## config.mk

```make
export PLATFORM = sky130hd
export DESIGN_NAME = filter_ctrl
export DESIGN_NICKNAME = d
export VERILOG_FILES = /design/src/rtl/filter_pkg.sv /design/src/rtl/sideband_delay.sv /design/src/rtl/filter_ctrl.sv
export SDC_FILE = /design/constraint.sdc
export NUM_CORES = 1
export LEC_CHECK = 0
export BUFFER_PORTS_ARGS = -buffer_cell sky130_fd_sc_hd__buf_2
export CAP_MARGIN = 30
export CORE_ASPECT_RATIO = 1.2
export CORE_MARGIN = 2
export CORE_UTILIZATION = 35
export CTS_CLUSTER_DIAMETER = 80
export DETAILED_ROUTE_END_ITERATION = 8
export MAX_ROUTING_LAYER = met4
export SYNTH_ARGS = -nofsm -noshare
export SYNTH_HDL_FRONTEND = slang
export SYNTH_SLANG_ARGS = --single-unit
```

## constraint.sdc

```tcl
create_clock -name clk -period 4.1 [get_ports clk]
set_input_delay 0.41 -clock clk [delete_from_list [all_inputs] [get_ports clk]]
set_output_delay 0.41 -clock clk [all_outputs]
set_load 0.01 [all_outputs]
```

## src/rtl/filter_pkg.sv

```systemverilog
// Shared types and helpers for the window-filter sequencer.
package filter_pkg;

    typedef enum logic [1:0] {
        IDLE   = 2'd0,
        ACTIVE = 2'd1,
        DRAIN  = 2'd2
    } state_t;

    localparam int COORD_W = 16;

    // Sideband travelling alongside the filter pipeline.
    typedef struct packed {
        logic               valid;
        logic               sof;
        logic               eol;
        logic               border;
        logic [COORD_W-1:0] x;
        logic [COORD_W-1:0] y;
    } sideband_t;

    localparam int SB_W = $bits(sideband_t);

    // Shifts between a pixel entering the filter and the window centred on it:
    // R full rows plus R pixels, with R the window half-size.
    function automatic int calc_latency(input int n, input int w);
        return (n / 2) * w + (n / 2);
    endfunction

endpackage

```

## src/rtl/sideband_delay.sv

```systemverilog
// Fixed-depth delay line that keeps the sideband aligned with the filter output.
module sideband_delay
    import filter_pkg::*;
#(
    parameter int DEPTH = 1
) (
    input  logic            clk,
    input  logic            rst,
    input  logic            flush,
    input  logic [SB_W-1:0] din,
    output logic [SB_W-1:0] dout
);

    logic [SB_W-1:0] pipe [DEPTH];

    // Advance one stage per cycle; a flush drops entries already in flight but
    // still loads the entry produced in the flushing cycle.
    always_ff @(posedge clk or negedge rst) begin
        if (!rst) begin
            for (int i = 0; i < DEPTH; i++) pipe[i] <= '0;
        end else begin
            pipe[0] <= din;
            for (int i = 1; i < DEPTH; i++) pipe[i] <= flush ? '0 : pipe[i-1];
        end
    end

    assign dout = pipe[DEPTH-1];

endmodule

```

## src/rtl/filter_ctrl.sv

```systemverilog
// Sequencer for an NxN window filter: feeds the raster stream, zero-pads the
// tail so the row buffers drain, and emits a sideband aligned with data_out.
module filter_ctrl
    import filter_pkg::*;
#(
    parameter int N          = 3,
    parameter int DATA_WIDTH = 26,
    parameter int LINE_WIDTH = 5,
    parameter int ROW_NUMBER = 5,
    parameter int FLT_LAT    = 1
) (
    input  logic                  clk,
    input  logic                  rst,
    input  logic                  in_valid,
    output logic                  in_ready,
    input  logic                  in_sof,
    input  logic [DATA_WIDTH-1:0] in_data,
    output logic                  flt_en,
    output logic [DATA_WIDTH-1:0] flt_data,
    output logic                  out_valid,
    output logic                  out_sof,
    output logic                  out_eol,
    output logic                  out_border,
    output logic [15:0]           out_x,
    output logic [15:0]           out_y,
    output logic                  sof_err
);

    localparam int          R          = N / 2;
    localparam int          D          = calc_latency(N, LINE_WIDTH);
    localparam logic [31:0] LAST_PIX   = 32'(LINE_WIDTH * ROW_NUMBER - 1);
    localparam logic [31:0] LAST_SHIFT = 32'(LINE_WIDTH * ROW_NUMBER + D - 1);
    localparam logic [15:0] X_LAST     = 16'(LINE_WIDTH - 1);
    localparam logic [15:0] Y_LAST     = 16'(ROW_NUMBER - 1);
    localparam state_t      END_ST     = (D > 0) ? DRAIN : IDLE;

    if (N < 1 || (N % 2) == 0) begin : g_bad_n
        $error("filter_ctrl: N must be odd and >= 1");
    end
    if (LINE_WIDTH < N || LINE_WIDTH > 65535) begin : g_bad_w
        $error("filter_ctrl: LINE_WIDTH must be in N..65535");
    end
    if (ROW_NUMBER < N || ROW_NUMBER > 65535) begin : g_bad_h
        $error("filter_ctrl: ROW_NUMBER must be in N..65535");
    end
    if (FLT_LAT < 1) begin : g_bad_lat
        $error("filter_ctrl: FLT_LAT must be >= 1");
    end

    state_t      state, state_nxt;
    logic [31:0] s_cnt;
    logic [15:0] ox, oy;
    logic        start, abort, bad_sof, shift, produce, lat_ok, border_c;
    logic [31:0] cur_s;
    logic [15:0] cur_x, cur_y;
    sideband_t   sb_in, sb_out;

    // An accepted SOF restarts the frame: this pixel is shift 0 at (0,0).
    assign start = in_valid && in_sof && (state != DRAIN);
    assign cur_s = start ? '0 : s_cnt;
    assign cur_x = start ? '0 : ox;
    assign cur_y = start ? '0 : oy;

    if (D == 0) begin : g_no_lat
        assign lat_ok = 1'b1;
    end else begin : g_lat
        assign lat_ok = (cur_s >= 32'(D));
    end

    if (R == 0) begin : g_no_border
        assign border_c = 1'b0;
    end else begin : g_border
        assign border_c = (cur_x < 16'(R)) || (cur_x >= 16'(LINE_WIDTH - R)) ||
                          (cur_y < 16'(R)) || (cur_y >= 16'(ROW_NUMBER - R));
    end

    // Next state, handshake and shift enable; shifting is suppressed in reset.
    always_comb begin
        state_nxt = state;
        in_ready  = 1'b1;
        shift     = 1'b0;
        abort     = 1'b0;
        bad_sof   = 1'b0;
        case (state)
            IDLE: begin
                if (start) begin
                    shift     = 1'b1;
                    state_nxt = (cur_s == LAST_PIX) ? END_ST : ACTIVE;
                end else if (in_valid) begin
                    bad_sof = 1'b1;
                end
            end
            ACTIVE: begin
                if (in_valid) begin
                    shift     = 1'b1;
                    abort     = in_sof;
                    state_nxt = (cur_s == LAST_PIX) ? END_ST : ACTIVE;
                end
            end
            DRAIN: begin
                in_ready = 1'b0;
                shift    = 1'b1;
                if (s_cnt == LAST_SHIFT) state_nxt = IDLE;
            end
            default: state_nxt = IDLE;
        endcase
        if (!rst) shift = 1'b0;
    end

    assign flt_en   = shift;
    assign flt_data = (shift && state != DRAIN) ? in_data : '0;
    assign produce  = shift && lat_ok;

    // Sideband for the output produced by this shift; zero when nothing is produced.
    always_comb begin
        sb_in = '0;
        if (produce) begin
            sb_in.valid  = 1'b1;
            sb_in.sof    = (cur_x == '0) && (cur_y == '0);
            sb_in.eol    = (cur_x == X_LAST);
            sb_in.border = border_c;
            sb_in.x      = cur_x;
            sb_in.y      = cur_y;
        end
    end

    // State, shift counter and wrapping output coordinates.
    always_ff @(posedge clk or negedge rst) begin
        if (!rst) begin
            state   <= IDLE;
            s_cnt   <= '0;
            ox      <= '0;
            oy      <= '0;
            sof_err <= 1'b0;
        end else begin
            state   <= state_nxt;
            sof_err <= abort || bad_sof;
            if (shift) begin
                s_cnt <= cur_s + 32'd1;
                if (produce) begin
                    if (cur_x == X_LAST) begin
                        ox <= '0;
                        oy <= (cur_y == Y_LAST) ? '0 : cur_y + 16'd1;
                    end else begin
                        ox <= cur_x + 16'd1;
                        oy <= cur_y;
                    end
                end else begin
                    ox <= cur_x;
                    oy <= cur_y;
                end
            end
        end
    end

    sideband_delay #(.DEPTH(FLT_LAT)) u_sb (
        .clk   (clk),
        .rst   (rst),
        .flush (abort),
        .din   (sb_in),
        .dout  (sb_out)
    );

    assign out_valid  = sb_out.valid;
    assign out_sof    = sb_out.sof;
    assign out_eol    = sb_out.eol;
    assign out_border = sb_out.border;
    assign out_x      = sb_out.x;
    assign out_y      = sb_out.y;

endmodule
```

### Word-level counts from Yosys, hierarchy flattened

Index checks and enable logic that the tools add are counted.

* bits in registers: 103
* bits of input ports: 30
* output and inout port bits: 65
* logic and storage cells: 61

* add/subtract/negate cells: 3
* $lt $le $gt $ge: 5
* equal/unequal tests: 10
* muxes and demuxes: 24
* reductions and logical operators: 13

Operator list (number)
* 2-to-1 mux 16 bit: 7
* equality test 32 x 5 -> 1 bit, second input constant: 2
* 2-to-1 mux 36 bit: 1
* adder 16 x 1 -> 16 bit, second input constant: 2
* adder 32 x 1 -> 32 bit, second input constant: 1
* equality test 16 x 3 -> 1 bit, second input constant: 2
* >= comparator 16 x 3 -> 1 bit, second input constant: 2
* >= comparator 32 x 3 -> 1 bit, second input constant: 1
* logical NOT 16 bit: 2
* < comparator 16 x 1 -> 1 bit, second input constant: 2
* 2-to-1 mux 32 bit: 1
* 2-to-1 mux 26 bit: 1
* 2-to-1 mux 1 bit: 8
* 2-to-1 mux 2 bit: 4
* inequality test 2 bit, second input constant: 4
* one-hot mux 2 bit (3 select lines): 1
* logical AND 1 bit: 5
* logical OR 1 bit: 4
* one-hot mux 1 bit (3 select lines): 1
* AND reduction 3 bit: 1
* equality test 2 x 1 -> 1 bit, second input constant: 1
* equality test 2 bit, second input constant: 1
* logical NOT 2 bit: 1

### Longest topological paths before layout

* depth after elaboration: 8
* depth in mapped cells: 16
* mapped depth without buffers: 13

### By module

A second synthesis with hierarchy kept.

* cells, all modules: 584
* area, all modules: 5351.4 µm²

Modules (own cells, without submodules)
* filter_ctrl: instances 1, cells an instance 548, area an instance 4450.5 µm², sequential area each 1676.6 µm²
* sideband_delay: instances 1, cells an instance 36, area an instance 900.9 µm², sequential area each 900.9 µm²

### Least setup slack after synthesis

Ideal clock, no wire load.

* kind: register to register
* start point: register state[0]
* end point: register s_cnt[30]
* library setup time: 0.121 ns
* arrival time: 3.098 ns
* path slack: 0.881 ns
* stages on the path, launching flop included: 14
* clock period less this slack: 3.219 ns
* cells stage by stage: dfrtp_1 -> and2b_2 -> inv_2 -> nand2_1 -> clkbuf_1 -> clkbuf_1 -> nand2_1 -> inv_1 -> ha_1 -> nand3_1 -> nor4b_2 -> nand2_1 -> or3_1 -> xor2_1

* word-level cells in the longest chain between the ends: 5

RTL lines
* start: declaration: RTL line filter_ctrl.sv:50 `state_t state, state_nxt;`
* start signal: assignment: RTL line filter_ctrl.sv:136 `state <= state_nxt;`
* parallel branches: the longest is 5 deep, another holds adder 32 x 1 -> 32 bit
* end signal: assignment: RTL line filter_ctrl.sv:139 `s_cnt <= cur_s + 32'd1;`
* end: declaration: RTL line filter_ctrl.sv:51 `logic [31:0] s_cnt;`

Several ways; the timed one is not identified.
A chain may end at the register's enable or synchronous reset.

### Worst setup path after layout

* start point: register state[1]
* end point: register oy[15]

* word-level cells in the longest chain between the ends: 7

RTL lines
* inequality test 2 bit: RTL line filter_ctrl.sv:59 `assign start = in_valid && in_sof && (state != DRAIN);`
* logical AND 1 bit: RTL line filter_ctrl.sv:59
* 2-to-1 mux 16 bit / 2-to-1 mux 1 bit (equally long branches): RTL line filter_ctrl.sv:62, filter_ctrl.sv:86
* adder 16 x 1 -> 16 bit, or another cell as far along: RTL line filter_ctrl.sv:143 `oy <= (cur_y == Y_LAST) ? '0 : cur_y + 16'd1;`
* 2-to-1 mux 16 bit / 2-to-1 mux 1 bit (equally long branches): RTL line filter_ctrl.sv:143, filter_ctrl.sv:107
* 2-to-1 mux 16 bit / logical AND 1 bit (equally long branches): RTL line filter_ctrl.sv:141, filter_ctrl.sv:112
* 2-to-1 mux 16 bit: RTL line filter_ctrl.sv:140 `if (produce) begin`
* end signal: assignment: RTL line filter_ctrl.sv:143
* end signal: assignment: RTL line filter_ctrl.sv:146 `oy <= cur_y;`
* end signal: assignment: RTL line filter_ctrl.sv:150 `oy <= cur_y;`
* end: declaration: RTL line filter_ctrl.sv:52 `logic [15:0] ox, oy;`

Several ways; a longest one is shown, not always the timed one.

==> results.ini <==
[drt]
detail_route.first_pass.iterations = 5
drt.antenna.violating_nets = 0
drt_first_iter_violations = 380
drt-wirelength-per-cell_um = 16.3
routed_wirelength_um = 14300
post-route-drc-count = 0
viasPerCell = 5.42
vias = 4733

[cells_and_area]
layout_commonest_cell = sky130_fd_sc_hd__dfrtp_1
layout.area.seq_um2 = 2580
final_layout_size_suffix_gt1_share_pct = 21.8
layout.core_utilization_pct = 42.5
flow.area_growth_from_synthesis_pct = 18.9
multi_input_comb_area_um2 = 2570
post_layout_cell_count = 873
final_design_area_no_fill_um2 = 6360
antenna_cells = 0
mostFrequentLayoutCells = 103 x sky130_fd_sc_hd__dfrtp_1, 93 x sky130_fd_sc_hd__buf_2, 78 x sky130_fd_sc_hd__nand2_1
fillerInstances = 1527
fin_nets = 703

[global_routing]
overflow = 0
antenna_found_initial = 0
largest_net_degree_at_the_start_of_global_routing = 68
global_route.usage.total_pct = 18.8
first_pass_grt_wire_length_um = 23400
via_count_of_the_first_global_routing_pass = 4708

[setup_path]
worst-path-max-fanout = 34
timing.critical_path.to_type = flop
crit_arrival_ns = 3.91
crit_family = simple AND/OR/NAND/NOR gates
start_kind = flop
cp_data_required_time_ns = 4.35
combined_buffer_and_inverter_count_along_the_critical_path = 1
timing.reg2reg.worst_path_depth = 11
crit_chain = and2b_2 > inv_2 > nand2_1 > nand2_1 > ha_1 > and4bb_2 > nand4_2 > or3_1 > or4_4 > o211ai_2 > o21ai_2
crit_top_cell = sky130_fd_sc_hd__nand2_1
slowest_stage = sky130_fd_sc_hd__or4_4
crit_type = reg -> reg
timing.critical_path.depth = 11
timing.critical_path.slowest_cell_delay_ns = 0.56

[timing]
setup_viol_count_final = 0
achievable-frequency_mhz = 273
fin_crit_ns = 3.66
final_skew_ns = 0.00936
post_route_setup_tns_ns = 0
timing_worst_slew_pin_value_ns = 0.811
fin_hold_ws_ns = 0.0289
max_slew_margin_pct = 45.9
timing.final.max_slew_violations = 0
worst_path_setup_slack_after_routing_ns = 0.443
final_cycle_share_pct = 89.2
final_hold_viol_count = 0
rsz0062_at_grt = false

[synthesis]
synth_simple_gate_area_share_pct = 29.0
synth_mux_area_share_pct = 0.374
synth_edf_count = 0
synth.area.top_cells = sky130_fd_sc_hd__dfrtp_1 48%, sky130_fd_sc_hd__and3_1 7.5%, sky130_fd_sc_hd__nand2_1 5.5%, sky130_fd_sc_hd__nand3_1 3.2%, sky130_fd_sc_hd__xor2_1 2.6%
postSynthAreaPerCell_um2 = 9.34
postSynthCellCount = 573
yosys_warnings = 0
proportion_of_netlist_area_held_by_the_largest_area_contributor_pct = 48.2
synth_compound_area_share_pct = 12.4
ys_ff_latch = 103
netlist.top_cell.by_area = sky130_fd_sc_hd__dfrtp_1
synth.lib_cells_used.distinct = 60
syn-cell-area_um2 = 5350
synth-adder-area-share_pct = 2.10
synthXorXnorAreaFrac_pct = 4.09
dominant_combinational_cell_family_by_area_after_synthesis = simple AND/OR/NAND/NOR gates
postSynthNetCount = 612
yosys_most_used_dff = sky130_fd_sc_hd__dfrtp_1
synth-async-reset-ratio_pct = 100
seq_area_frac_synth_pct = 48.2

[die]
die_x_um = 117
height_of_the_die_um = 139
die-area_um2 = 16300
design.portCount = 95
effective_utilization_at_floorplan_pct = 35.8
core.rowCount = 49
floorplan.core_area_um2 = 15000

[clock_tree]
worstSkewPairLatency_ns = 0.36
clkTransAtPathRegs_ns = 0.08
tritoncts.num_buffers = 9
cts_repair_resize_count = 0
cts.repair_timing.setup_buffer_count = 0
tritoncts = done
post_cts_hold_buffer_count = 0
maximum_number_of_buffers_from_clock_root_to_sink = 2
htree_num_levels = 3
clkSinkCount = 103
root_buffer = sky130_fd_sc_hd__clkbuf_16

[placed_design]
routabilityCongestion = 0.917
place.port_buffers = 94
dpl-instance-area_um2 = 6070
dp.cells = 857
pre_cts_slack_ns = 0.529
hpwlAfterDp_um = 10100

[status]
outcome = completed

[power_and_ir_drop]
pwr_density_cell_nw_per_um2 = 370
comb_power_share_pct = 18.0
worst_ir_drop_vdd_uv = 178
p_sw_uw = 749
p_leak_nw = 3.13
p_seq_share_pct = 46.4
pwr-share-clk_pct = 35.6
power.internal_mw = 1.61
finalPower_mw = 2.35
sw_frac_of_total_pct = 31.8

[job]
cap_violations = 0

[min_path]
min_path_type = in -> async

[area by class of cell]
cell class,instances,share of cell area [%]
Clock inverter,7,1.00
Sequential cell,103,40.5
Clock buffer,9,3.54
Inverter,19,1.12
Timing Repair Buffer,111,9.44
Tap cell,204,4.01
Multi-Input combinational cell,420,40.4
[cells by family after synthesis]
family	Yosys count
adders and majority gates	9
muxes	2
DFF	103
AOI/OAI and AO/OA	98
buffers and inverters	50
and+or+nand+nor	286
xor gates and xnor gates	25
[state kept, by name, indices dropped and copies added, names as in the netlist]
register	count
ox	16
oy	16
s_cnt	32
state	2
sof_err	1
u_sb.dout	36
[final timing paths]
| kind | from | to | slack, ns |
|---|---|---|---|
| max reg2reg | state[1] | oy[15] | 0.44 |
| min in group clk | in_sof | sof_err | 0.37 |
| max | state[1] | oy[15] | 0.44 |
| max in group asynchronous | rst | u_sb.dout[23] | 2.87 |
| min | rst | s_cnt[2] | 0.03 |
| min reg2reg | ox[1] | ox[1] | 0.52 |
[routing by layer]
| layer | track usage, % | wire length [um] | vias to the layer above |
|---|---|---|---|
| met5 | - | 0 | - |
| met4 | 8.85 | 401 | 0 |
| met3 | 2.92 | 502 | 37 |
| met2 | 31.6 | 7320 | 127 |
| met1 | 21.7 | 6030 | 2303 |
| li1 | - | - | 2266 |
[cells in the mapped netlist (6+ instances only)]
master and number:
sky130_fd_sc_hd__or3_1 8, sky130_fd_sc_hd__xor2_1 16, sky130_fd_sc_hd__nand2_1 78, sky130_fd_sc_hd__xnor2_1 9, sky130_fd_sc_hd__a21oi_1 16, sky130_fd_sc_hd__o21a_1 6, sky130_fd_sc_hd__nand3_1 34, sky130_fd_sc_hd__clkbuf_1 21
sky130_fd_sc_hd__nor4_1 14, sky130_fd_sc_hd__o21ai_0 19, sky130_fd_sc_hd__inv_1 17, sky130_fd_sc_hd__nor2_1 31, sky130_fd_sc_hd__nand4_1 13, sky130_fd_sc_hd__dfrtp_1 103, sky130_fd_sc_hd__ha_1 9, sky130_fd_sc_hd__a31oi_1 15
sky130_fd_sc_hd__buf_2 6, sky130_fd_sc_hd__o211ai_1 12, sky130_fd_sc_hd__and3_1 64, sky130_fd_sc_hd__nor3_1 13
[power groups by stage]
stage	sequential, mW	combinational (mW)	clock (mW)
detailed placement	1.11	0.420	0
finish	1.09	0.423	0.839
global route	1.10	0.473	0.905
floorplan	1.10	0.239	0
global placement	1.11	0.412	0
CTS	1.09	0.420	0.864
No activity file was read; power rests on OpenSTA's default activity.
